==> config.mk <==
export PLATFORM = sky130hd
export DESIGN_NAME = sparc_exu_alu_pipe
export DESIGN_NICKNAME = d
export VERILOG_FILES = /design/src/rtl/sparc_exu_alu_pkg.sv /design/src/rtl/sparc_exu_alu_obuf.sv /design/src/rtl/sparc_exu_alu_pipe.sv
export SDC_FILE = /design/constraint.sdc
export NUM_CORES = 1
export LEC_CHECK = 0
export CAP_MARGIN = 20
export CORE_AREA = 3 3 205 257
export DETAILED_ROUTE_END_ITERATION = 7
export DIE_AREA = 0 0 208 260
export PLACE_DENSITY = 0.79
export SETUP_SLACK_MARGIN = 0.2
export SLEW_MARGIN = 15
export SYNTH_ARGS = -nofsm -noshare
export SYNTH_HDL_FRONTEND = slang
export SYNTH_SLANG_ARGS = --single-unit
==> constraint.sdc <==
create_clock -name rclk -period 11.3 [get_ports rclk]
set_input_delay 2.26 -clock rclk [delete_from_list [all_inputs] [get_ports rclk]]
set_output_delay 2.26 -clock rclk [all_outputs]
set_load 0.1 [all_outputs]
==> src/rtl/sparc_exu_alu_pkg.sv <==
// Shared opcode and condition-code definitions
// for the pipelined EXU integer ALU.
package sparc_exu_alu_pkg;

  typedef enum logic [2:0] {
    OP_ADD   = 3'd0,
    OP_AND   = 3'd1,
    OP_OR    = 3'd2,
    OP_XOR   = 3'd3,
    OP_MOVE  = 3'd4,
    OP_RS3   = 3'd5,
    OP_SETHI = 3'd6,
    OP_RSV   = 3'd7
  } alu_op_e;

  localparam int CCR_XN = 7;
  localparam int CCR_XZ = 6;
  localparam int CCR_XV = 5;
  localparam int CCR_XC = 4;
  localparam int CCR_IN = 3;
  localparam int CCR_IZ = 2;
  localparam int CCR_IV = 1;
  localparam int CCR_IC = 0;

  typedef struct packed {
    logic n;
    logic z;
    logic v;
    logic c;
  } cc_t;

  function automatic logic [7:0] ccr_pack(
    input cc_t xcc,
    input cc_t icc
  );
    return {xcc, icc};
  endfunction

endpackage

==> src/rtl/sparc_exu_alu_obuf.sv <==
// Synchronous output FIFO with flush; holds the
// last popped entry on its read port when empty.
module sparc_exu_alu_obuf #(
  parameter int W     = 121,
  parameter int DEPTH = 2
) (
  input  logic         clk,
  input  logic         rst_l,
  input  logic         wr_vld,
  output logic         wr_rdy,
  input  logic [W-1:0] wr_data,
  input  logic         flush,
  output logic         rd_vld,
  input  logic         rd_rdy,
  output logic [W-1:0] rd_data
);

  localparam int AW = $clog2(DEPTH);
  localparam int CW = AW + 1;

  logic [W-1:0]  mem [DEPTH];
  logic [AW-1:0] wr_ptr;
  logic [AW-1:0] rd_ptr;
  logic [CW-1:0] count;
  logic [W-1:0]  hold_q;
  logic          push;
  logic          pop;

  assign wr_rdy = count < CW'(DEPTH);
  assign rd_vld = count != '0;
  assign push   = wr_vld & wr_rdy & ~flush;
  assign pop    = rd_vld & rd_rdy & ~flush;

  assign rd_data = rd_vld ? mem[rd_ptr] : hold_q;

  always_ff @(posedge clk) begin
    if (push) begin
      mem[wr_ptr] <= wr_data;
    end
  end

  always_ff @(posedge clk) begin
    if (!rst_l) begin
      wr_ptr <= '0;
      rd_ptr <= '0;
      count  <= '0;
      hold_q <= '0;
    end else if (flush) begin
      wr_ptr <= '0;
      rd_ptr <= '0;
      count  <= '0;
    end else begin
      if (push) begin
        wr_ptr <= wr_ptr + AW'(1);
      end
      if (pop) begin
        rd_ptr <= rd_ptr + AW'(1);
        hold_q <= mem[rd_ptr];
      end
      unique case ({push, pop})
        2'b10:   count <= count + CW'(1);
        2'b01:   count <= count - CW'(1);
        default: count <= count;
      endcase
    end
  end

endmodule

==> src/rtl/sparc_exu_alu_pipe.sv <==
// EXU integer ALU: combinational compute of result,
// VA and icc/xcc, buffered through a skid FIFO.
module sparc_exu_alu_pipe
  import sparc_exu_alu_pkg::*;
#(
  parameter int DATA_W  = 64,
  parameter int VA_BITS = 48,
  parameter int DEPTH   = 2
) (
  input  logic               rclk,
  input  logic               rst_l,
  input  logic               in_vld,
  output logic               in_rdy,
  input  logic [2:0]         in_op,
  input  logic               in_invert,
  input  logic               in_cin,
  input  logic               in_casa,
  input  logic [DATA_W-1:0]  in_rs1,
  input  logic [DATA_W-1:0]  in_rs2,
  input  logic [DATA_W-1:0]  in_rs3,
  input  logic               flush,
  output logic               out_vld,
  input  logic               out_rdy,
  output logic [DATA_W-1:0]  out_data,
  output logic [VA_BITS-1:0] out_va,
  output logic [7:0]         out_ccr,
  output logic               out_va_bad
);

  localparam int H  = DATA_W / 2;
  localparam int EW = DATA_W + VA_BITS + 9;
  localparam int HW = DATA_W - VA_BITS + 1;

  alu_op_e           op;
  logic [DATA_W-1:0] b;
  logic [DATA_W:0]   sum;
  logic [DATA_W-1:0] res;
  logic [DATA_W-1:0] va_full;
  logic [HW-1:0]     va_hi;
  logic              va_bad;
  logic              c_mid;
  cc_t               xcc;
  cc_t               icc;
  logic [EW-1:0]     wr_data;
  logic [EW-1:0]     rd_data;

  always_comb begin
    op  = alu_op_e'(in_op);
    b   = in_invert ? ~in_rs2 : in_rs2;
    sum = {1'b0, in_rs1} + {1'b0, b}
        + {{DATA_W{1'b0}}, in_cin};
    res = '0;
    unique case (op)
      OP_ADD:   res = sum[DATA_W-1:0];
      OP_AND:   res = in_rs1 & b;
      OP_OR:    res = in_rs1 | b;
      OP_XOR:   res = in_rs1 ^ b;
      OP_MOVE:  res = b;
      OP_RS3:   res = in_rs3;
      OP_SETHI: res = {{(DATA_W-H){1'b0}}, in_rs2[H-1:0]};
      OP_RSV:   res = '0;
    endcase
  end

  // carry out of the low half is the carry into bit H
  assign c_mid = sum[H] ^ in_rs1[H] ^ b[H];

  always_comb begin
    xcc = '0;
    icc = '0;
    if (op != OP_RSV) begin
      xcc.n = res[DATA_W-1];
      xcc.z = ~|res;
      icc.n = res[H-1];
      icc.z = ~|res[H-1:0];
    end
    if (op == OP_ADD) begin
      xcc.c = sum[DATA_W];
      xcc.v = (in_rs1[DATA_W-1] == b[DATA_W-1])
            & (res[DATA_W-1] != in_rs1[DATA_W-1]);
      icc.c = c_mid;
      icc.v = (in_rs1[H-1] == b[H-1])
            & (res[H-1] != in_rs1[H-1]);
    end
  end

  assign va_full = in_casa ? in_rs1 : sum[DATA_W-1:0];
  assign va_hi   = va_full[DATA_W-1:VA_BITS-1];
  assign va_bad  = ~(&va_hi | ~|va_hi);

  assign wr_data = {res, va_full[VA_BITS-1:0],
                    ccr_pack(xcc, icc), va_bad};

  sparc_exu_alu_obuf #(
    .W     (EW),
    .DEPTH (DEPTH)
  ) u_obuf (
    .clk     (rclk),
    .rst_l   (rst_l),
    .wr_vld  (in_vld),
    .wr_rdy  (in_rdy),
    .wr_data (wr_data),
    .flush   (flush),
    .rd_vld  (out_vld),
    .rd_rdy  (out_rdy),
    .rd_data (rd_data)
  );

  assign out_data   = rd_data[EW-1 -: DATA_W];
  assign out_va     = rd_data[VA_BITS+8 -: VA_BITS];
  assign out_ccr    = rd_data[8:1];
  assign out_va_bad = rd_data[0];

endmodule

## After elaboration in Yosys (flattened, before gate mapping)

Memories as Yosys holds them, arrays and structs flattened. A register that Yosys moved wholly into a read port is not among the register bits.
Index checks and enable logic that the tools add are counted.

| storage, ports and cells | value |
|---|---|
| output and inout bits | 123 |
| memories | 1 |
| flip-flop bits (word level) | 125 |
| RAM bits | 242 |
| input port bits | 203 |

| operators by class | value |
|---|---|
| equality and inequality tests | 14 |
| $add $sub $neg | 6 |
| bitwise gates (word level) | 16 |
| muxes and demuxes | 13 |
| order comparisons | 1 |
| reduce and logical (&&, ||, !) cells | 12 |

Memory list:

| memory | depth | bits a word | read ports | clocked after memory_dff | write ports | line | text |
|---|---|---|---|---|---|---|---|
| u_obuf.mem | 2 | 121 | 1 | 1 | 1 | sparc_exu_alu_obuf.sv:21 | `logic [W-1:0] mem [DEPTH];` |

Operators with widths:

| kind | count |
|---|---|
| one-hot mux 64 bit (8 select lines) | 1 |
| 2-to-1 mux 64 bit | 2 |
| 2-to-1 mux 121 bit | 1 |
| adder 64 x 64 -> 65 bit | 1 |
| adder 65 x 1 -> 65 bit | 1 |
| bitwise AND 64 bit | 1 |
| inverter 64 bit | 1 |
| bitwise OR 64 bit | 1 |
| OR reduction 64 bit | 1 |
| XOR 64 bit | 1 |
| OR reduction 32 bit | 1 |
| AND reduction 17 bit | 1 |
| OR reduction 17 bit | 1 |
| equality test 3 bit, second input constant | 4 |
| 2-to-1 mux 2 bit | 4 |
| bitwise AND 1 bit | 6 |
| equality test 3 x 2 -> 1 bit, second input constant | 2 |
| 2-to-1 mux 1 bit | 4 |
| one-hot mux 2 bit (2 select lines) | 1 |
| nonzero test 2 bit | 2 |
| equality test 3 x 1 -> 1 bit, second input constant | 1 |
| zero test 1 bit | 3 |
| zero test 3 bit | 1 |
| != test 3 bit, second input constant | 1 |
| 13 further kinds | 19 |

## Logic depth before layout (Yosys ltp)

| logic depth | value |
|---|---|
| word-level depth | 9 |
| mapped depth | 22 |

## Hierarchy

From an unflattened synthesis, not the netlist that was laid out.

| unflattened totals | value |
|---|---|
| cell total of the unflattened synthesis | 2,915 |
| area, all modules | 26,593.0 um2 |

By module, submodules not included:

| module | instances | area each (um2) | seq. area each (um2) | cells each |
|---|---|---|---|---|
| sparc_exu_alu_obuf | 1 | 14,772.9 | 9,789.4 | 1,104 |
| sparc_exu_alu_pipe | 1 | 11,820.1 | 0.0 | 1,811 |

## Worst setup path before layout

Ideal clock, no wire load.

| timing path | value |
|---|---|
| path kind | in2reg |
| start | input port in_invert |
| end | memory u_obuf.mem[0][7], data pin |
| stages | 22 |
| data required time | 11.162 ns |
| arrival time | 8.496 ns |
| path buffers | 7 |
| path slack | 2.666 ns |
| path through | clkbuf_1 > buf_1 > buf_2 > buf_1 > buf_1 > clkbuf_1 > xor2_1 > inv_1 > ha_1 > clkbuf_1 > nand2_1 > o21ai_0 > o31ai_1 > a21oi_1 > xor2_1 > o221a_2 > or4_1 > or4_1 > nor4b_2 > or4b_1 > nor4_2 > o2111a_1 |

| between the ends | value |
|---|---|
| cells in the longest elaborated chain, start to end | 7 |
| elaborated cells on any way between the ends | 10 |
| classes of those cells | add/sub (2); mux (3); bitwise (3); reduce/logical (2) |

Ends and longest elaborated chain:

| what | line | text |
|---|---|---|
| start: declaration | sparc_exu_alu_pipe.sv:15 | `input logic in_invert,` |
| 2-to-1 mux 64 bit * | sparc_exu_alu_pipe.sv:49 | `b = in_invert ? ~in_rs2 : in_rs2;` |
| adder 64 x 64 -> 65 bit | sparc_exu_alu_pipe.sv:50 | `sum = {1'b0, in_rs1} + {1'b0, b}` |
| adder 65 x 1 -> 65 bit | sparc_exu_alu_pipe.sv:51 | `+ {{DATA_W{1'b0}}, in_cin};` |
| one-hot mux 64 bit (8 select lines) * | sparc_exu_alu_pipe.sv:53 | `unique case (op)` |
| named net res[22] | sparc_exu_alu_pipe.sv:37 | `logic [DATA_W-1:0] res;` |
| OR reduction 64 bit * | sparc_exu_alu_pipe.sv:73 | `xcc.z = ~\|res;` |
| zero test 1 bit * | sparc_exu_alu_pipe.sv:73 |  |
| 2-to-1 mux 2 bit * | sparc_exu_alu_pipe.sv:71 | `if (op != OP_RSV) begin` |
| named net u_obuf.wr_data[7] | sparc_exu_alu_obuf.sv:11 | `input logic [W-1:0] wr_data,` |
| end: declaration | sparc_exu_alu_obuf.sv:21 |  |

Mark *: on every way through the listed nets, which the timed path passes. The rest lies on a longest branch.

## Final worst setup path

Ends and elaborated chain as after synthesis.

==> results.py <==
metrics = {
    "logic_synthesis": {
        "post_synth_xor_area_fraction_pct": 4.65,
        "edff_count_synth": 242,
        "synth_seq_area_share_pct": 39.1,
        "ys_dominant_reg_cell": "edfxtp_1",
        "synth_adder_area_share_pct": 6.60,
        "synth_cell_types": 85,
        "synthesis.instances": 2843,
        "synth_compound_gate_area_share_pct": 23.7,
        "synthArstFlopShare_pct": 0,
        "synth.yosys.warnings": 0,
        "synth.cell_area_mm2": 0.0251,
        "yosys-mux-area-fraction_pct": 6.36,
        "postSynthAreaPerCell_um2": 8.81,
        "yosysTopAreaCell": "edfxtp_1",
        "synth_simple_gate_area_share_pct": 13.9,
        "post_synth_main_area_contributors": "edfxtp_1 (29%), dfxtp_1 (10%), ha_1 (6.4%)",
        "syn-num-nets": 3177,
        "synth_top_family_by_area": "compound AO/OA/AOI/OAI gates",
        "yosysTopAreaCellShare_pct": 29.0,
        "ys_seq_elements": 368,
    },
    "sta": {
        "timing.final.crit_period_ps": 8270,
        "setup_tns_ps": 0,
        "min_period_over_period_pct": 73.2,
        "timing.hold.ws_ps": 499,
        "timing.max_slew.rel_slack_pct": 26.5,
        "final-max-slew-violation-count": 0,
        "setup_violations": 0,
        "clock.fmax_mhz": 121,
        "rsz0062_at_grt": "false",
        "finClkSkew_ps": 12.3,
        "max_slew.worst_pin.slew_ps": 1100,
        "finalHoldViolations": 0,
    },
    "critical_path": {
        "timing_worst_setup_path_type": "in2reg",
        "cp_data_arrival_time_ps": 8670,
        "launching_element_of_the_worst_setup_path": "in_invert",
        "crit_top_cell": "buf_4",
        "timing.reg2reg.worst_path_depth": 7,
        "endpoint_kind": "flop",
        "critical_path.cell_chain": "buf_4 -> buf_4 -> xor2_1 -> inv_1 -> ha_1 -> o211ai_1 -> o21ai_1 -> a31oi_1 -> mux2i_1 -> nor2_1 -> a2111oi_2 -> nand4_1 -> or4_1 -> nor4b_2 -> or4b_1 -> nor4_2 -> o2111a_1",
        "crit_fanout": 45,
        "ff2ff_setup_slack_ps": 6980,
        "worst_path_max_delay_cell": "buf_4",
        "critical_path.max_stage_delay_ps": 710,
        "worst_ep_required_time_ps": 11690,
        "critical_path.reg2reg.startpoint": "u_obuf.count[0]",
        "crit_path_start_kind": "primary input",
        "cp-endpoint": "u_obuf.mem[0][7]",
        "worstReg2RegEnd": "u_obuf.hold_q[41]",
    },
    "global_route": {
        "antenna_found_initial": 2,
        "number_of_global_route_vias_before_repair": 22196,
        "gr-total-overflow": 0,
        "grt_usage_pct": 33.8,
        "grt_first_pass_wirelength_mm": 139,
        "grt_start_max_net_pins": 114,
    },
    "power": {
        "p_leak_nw": 12.4,
        "power.density_cell_area_mw_per_mm2": 138,
        "cellInternalPower_w": 0.00261,
        "ir_drop_mv": 0.0940,
        "logic_pwr_share_pct": 34.1,
        "power_w": 0.00411,
        "clock_power_share_pct": 28.8,
        "share_of_total_power_consumed_by_net_switching_pct": 36.7,
        "power_switching_w": 0.00151,
        "seqPwrFrac_pct": 37.1,
    },
    "clock_tree": {
        "clock_tree.htree_level_count": 2,
        "cts.root.buffer_cell": "clkbuf_16",
        "post_cts.resized_instances": 0,
        "clk-insertion-delay-late_ps": 540,
        "cts_hold_buffers": 0,
        "cts_buffer_depth": 3,
        "path_clk_slew_ps": 60,
        "postCtsSetupBuffers": 0,
        "cts_tree": "yes",
        "tritoncts_num_sinks": 368,
        "tritoncts.num_buffers": 36,
    },
    "floorplan": {
        "design.die.area_mm2": 0.0541,
        "rows": 92,
        "die_y_um": 260,
        "ios": 326,
        "start_util_pct": 49.7,
        "die_width_um": 208,
        "coreArea_mm2": 0.0504,
    },
    "final_layout": {
        "layout-drive-gt1-share_pct": 4.72,
        "synthToLayoutAreaGrowth_pct": 18.7,
        "num-nets-final": 3359,
        "insertedDiodeCount": 0,
        "filler_cell_count_in_the_final_layout": 4401,
    },
    "place": {
        "dpl.hpwl_mm": 71.3,
        "place.gp.congestion": 1.02,
        "port_buffers": 325,
    },
    "detailed_routing": {
        "route.antenna.remaining_nets": 0,
        "routed-via-count": 23364,
        "route.final.wire_length_mm": 95.9,
        "drt_pre_antenna_iters": 7,
        "post_route_drc_violation_count": 0,
        "via_per_inst": 6.30,
        "routed_wire_length_per_instance_um": 25.8,
        "initialDrtViolationCount": 2442,
    },
    "run_status": {
        "status": "completed",
    },
    "worst_hold_path": {
        "worstHoldPathType": "reg2reg",
    },
    "flow_run": {
        "maxCapViolations": 0,
    },
}
-- routing by layer --
metal / vias up / part of all wire (%) / global-route usage [%]
met5: - / 0 / 0
li1: 10614 / - / -
met2: 1113 / 45 / 52.5
met3: 163 / 9.1 / 5.98
met1: 11474 / 42 / 47.4
met4: 0 / 3.7 / 12.3
-- registers in the layout (all words and copies together), names as in the netlist, named ones only --
signal and flops:
u_obuf.rd_ptr 1, u_obuf.mem 242, u_obuf.hold_q 121, u_obuf.wr_ptr 1
u_obuf.count 2
-- cells in the mapped netlist, drive strengths merged, types with 31 or more instances --
master  instances
dfxtp         126
xor2           56
inv           154
xnor2          77
ha            129
o21ai         171
nor2          279
o211ai         31
a21oi         316
buf            48
edfxtp        242
o211a         123
clkbuf        168
a21o           35
mux2i         148
nand2         316
-- cells in the final DEF, fill, tap and decap left out, types with 28 or more instances in the layout --
| master | netlist | routed |
|---|---|---|
| o21ai_0 | 161 | 161 |
| edfxtp_1 | 242 | 242 |
| nand2_1 | 316 | 316 |
| xnor2_1 | 77 | 77 |
| dfxtp_1 | 126 | 125 |
| ha_1 | 129 | 129 |
| mux2i_1 | 148 | 148 |
| nand4_1 | 29 | 29 |
| nor2_1 | 279 | 276 |
| a21o_1 | 35 | 35 |
| a22oi_1 | 29 | 29 |
| clkbuf_16 | 0 | 38 |
| inv_1 | 152 | 152 |
| clkdlybuf4s50_1 | 0 | 319 |
| a21oi_1 | 315 | 315 |
| nand2b_1 | 28 | 28 |
| o211ai_1 | 30 | 30 |
| buf_4 | 2 | 41 |
| xor2_1 | 56 | 56 |
| o211a_1 | 123 | 123 |
-- area by class of cell --
| class | instances | area [um2] | share of cell area (%) |
|---|---|---|---|
| clock buffer | 51 | 1080 | 3.63 |
| clock inverter | 15 | 111 | 0.374 |
| inverter | 154 | 578 | 1.94 |
| multi-input combinational | 2105 | 13900 | 46.6 |
| sequential | 368 | 9790 | 32.9 |
| tap | 658 | 823 | 2.77 |
| timing repair buffer | 360 | 3500 | 11.8 |
-- stage by stage --
stage	setup slack [ps]	std cells	util [%]	area, um2
2_1_floorplan	2670	2843	-	25100
3_3_place_gp	2790	3645	56.6	28600
3_5_place_dp	2620	3645	56.6	28600
5_1_grt	2820	3711	59.0	29800
6_report	3030	3711	59.0	29800
4_1_cts	3170	3711	59.0	29800
-- worst max-delay path: cells and delay by family --
family                   cells  cell delay (ps)
XOR/XNOR                     1              340
buffers and inverters        3             1270
AND/OR/NAND/NOR              6             2090
multiplexers                 1              230
AO/OA/AOI/OAI                5             2020
adder cells (fa/ha/maj)      1              390
-- kinds of logic after synthesis --
| group | count (synthesis) |
|---|---|
| AND/OR/NAND/NOR | 789 |
| adder cells (fa/ha/maj) | 131 |
| flip-flops | 368 |
| AO/OA/AOI/OAI | 894 |
| XOR/XNOR | 133 |
| multiplexers | 158 |
| buffers and inverters | 370 |
-- how the worst min path moves through the flow --
stage,slack (ps),cells after the start,from,end
floorplan,470,2,u_obuf.rd_ptr,flop
finish,500,1,u_obuf.hold_q[16],u_obuf.hold_q[16]
global route,510,1,u_obuf.hold_q[2],u_obuf.hold_q[2]
detailed placement,490,1,u_obuf.hold_q[28],u_obuf.hold_q[28]
CTS,500,1,u_obuf.hold_q[37],u_obuf.hold_q[37]
global placement,480,1,u_obuf.hold_q[91],u_obuf.hold_q[91]
-- power groups by stage --
stage	Combinational, W	Clock, W	Sequential (W)
4_1_cts	0.00137	0.00120	0.00153
3_5_place_dp	0.00136	0	0.00156
3_3_place_gp	0.00135	0	0.00155
6_report	0.00140	0.00119	0.00153
2_1_floorplan	0.000893	0	0.00155
5_1_grt	0.00148	0.00125	0.00153
Power figures use the tool's default switching activity.
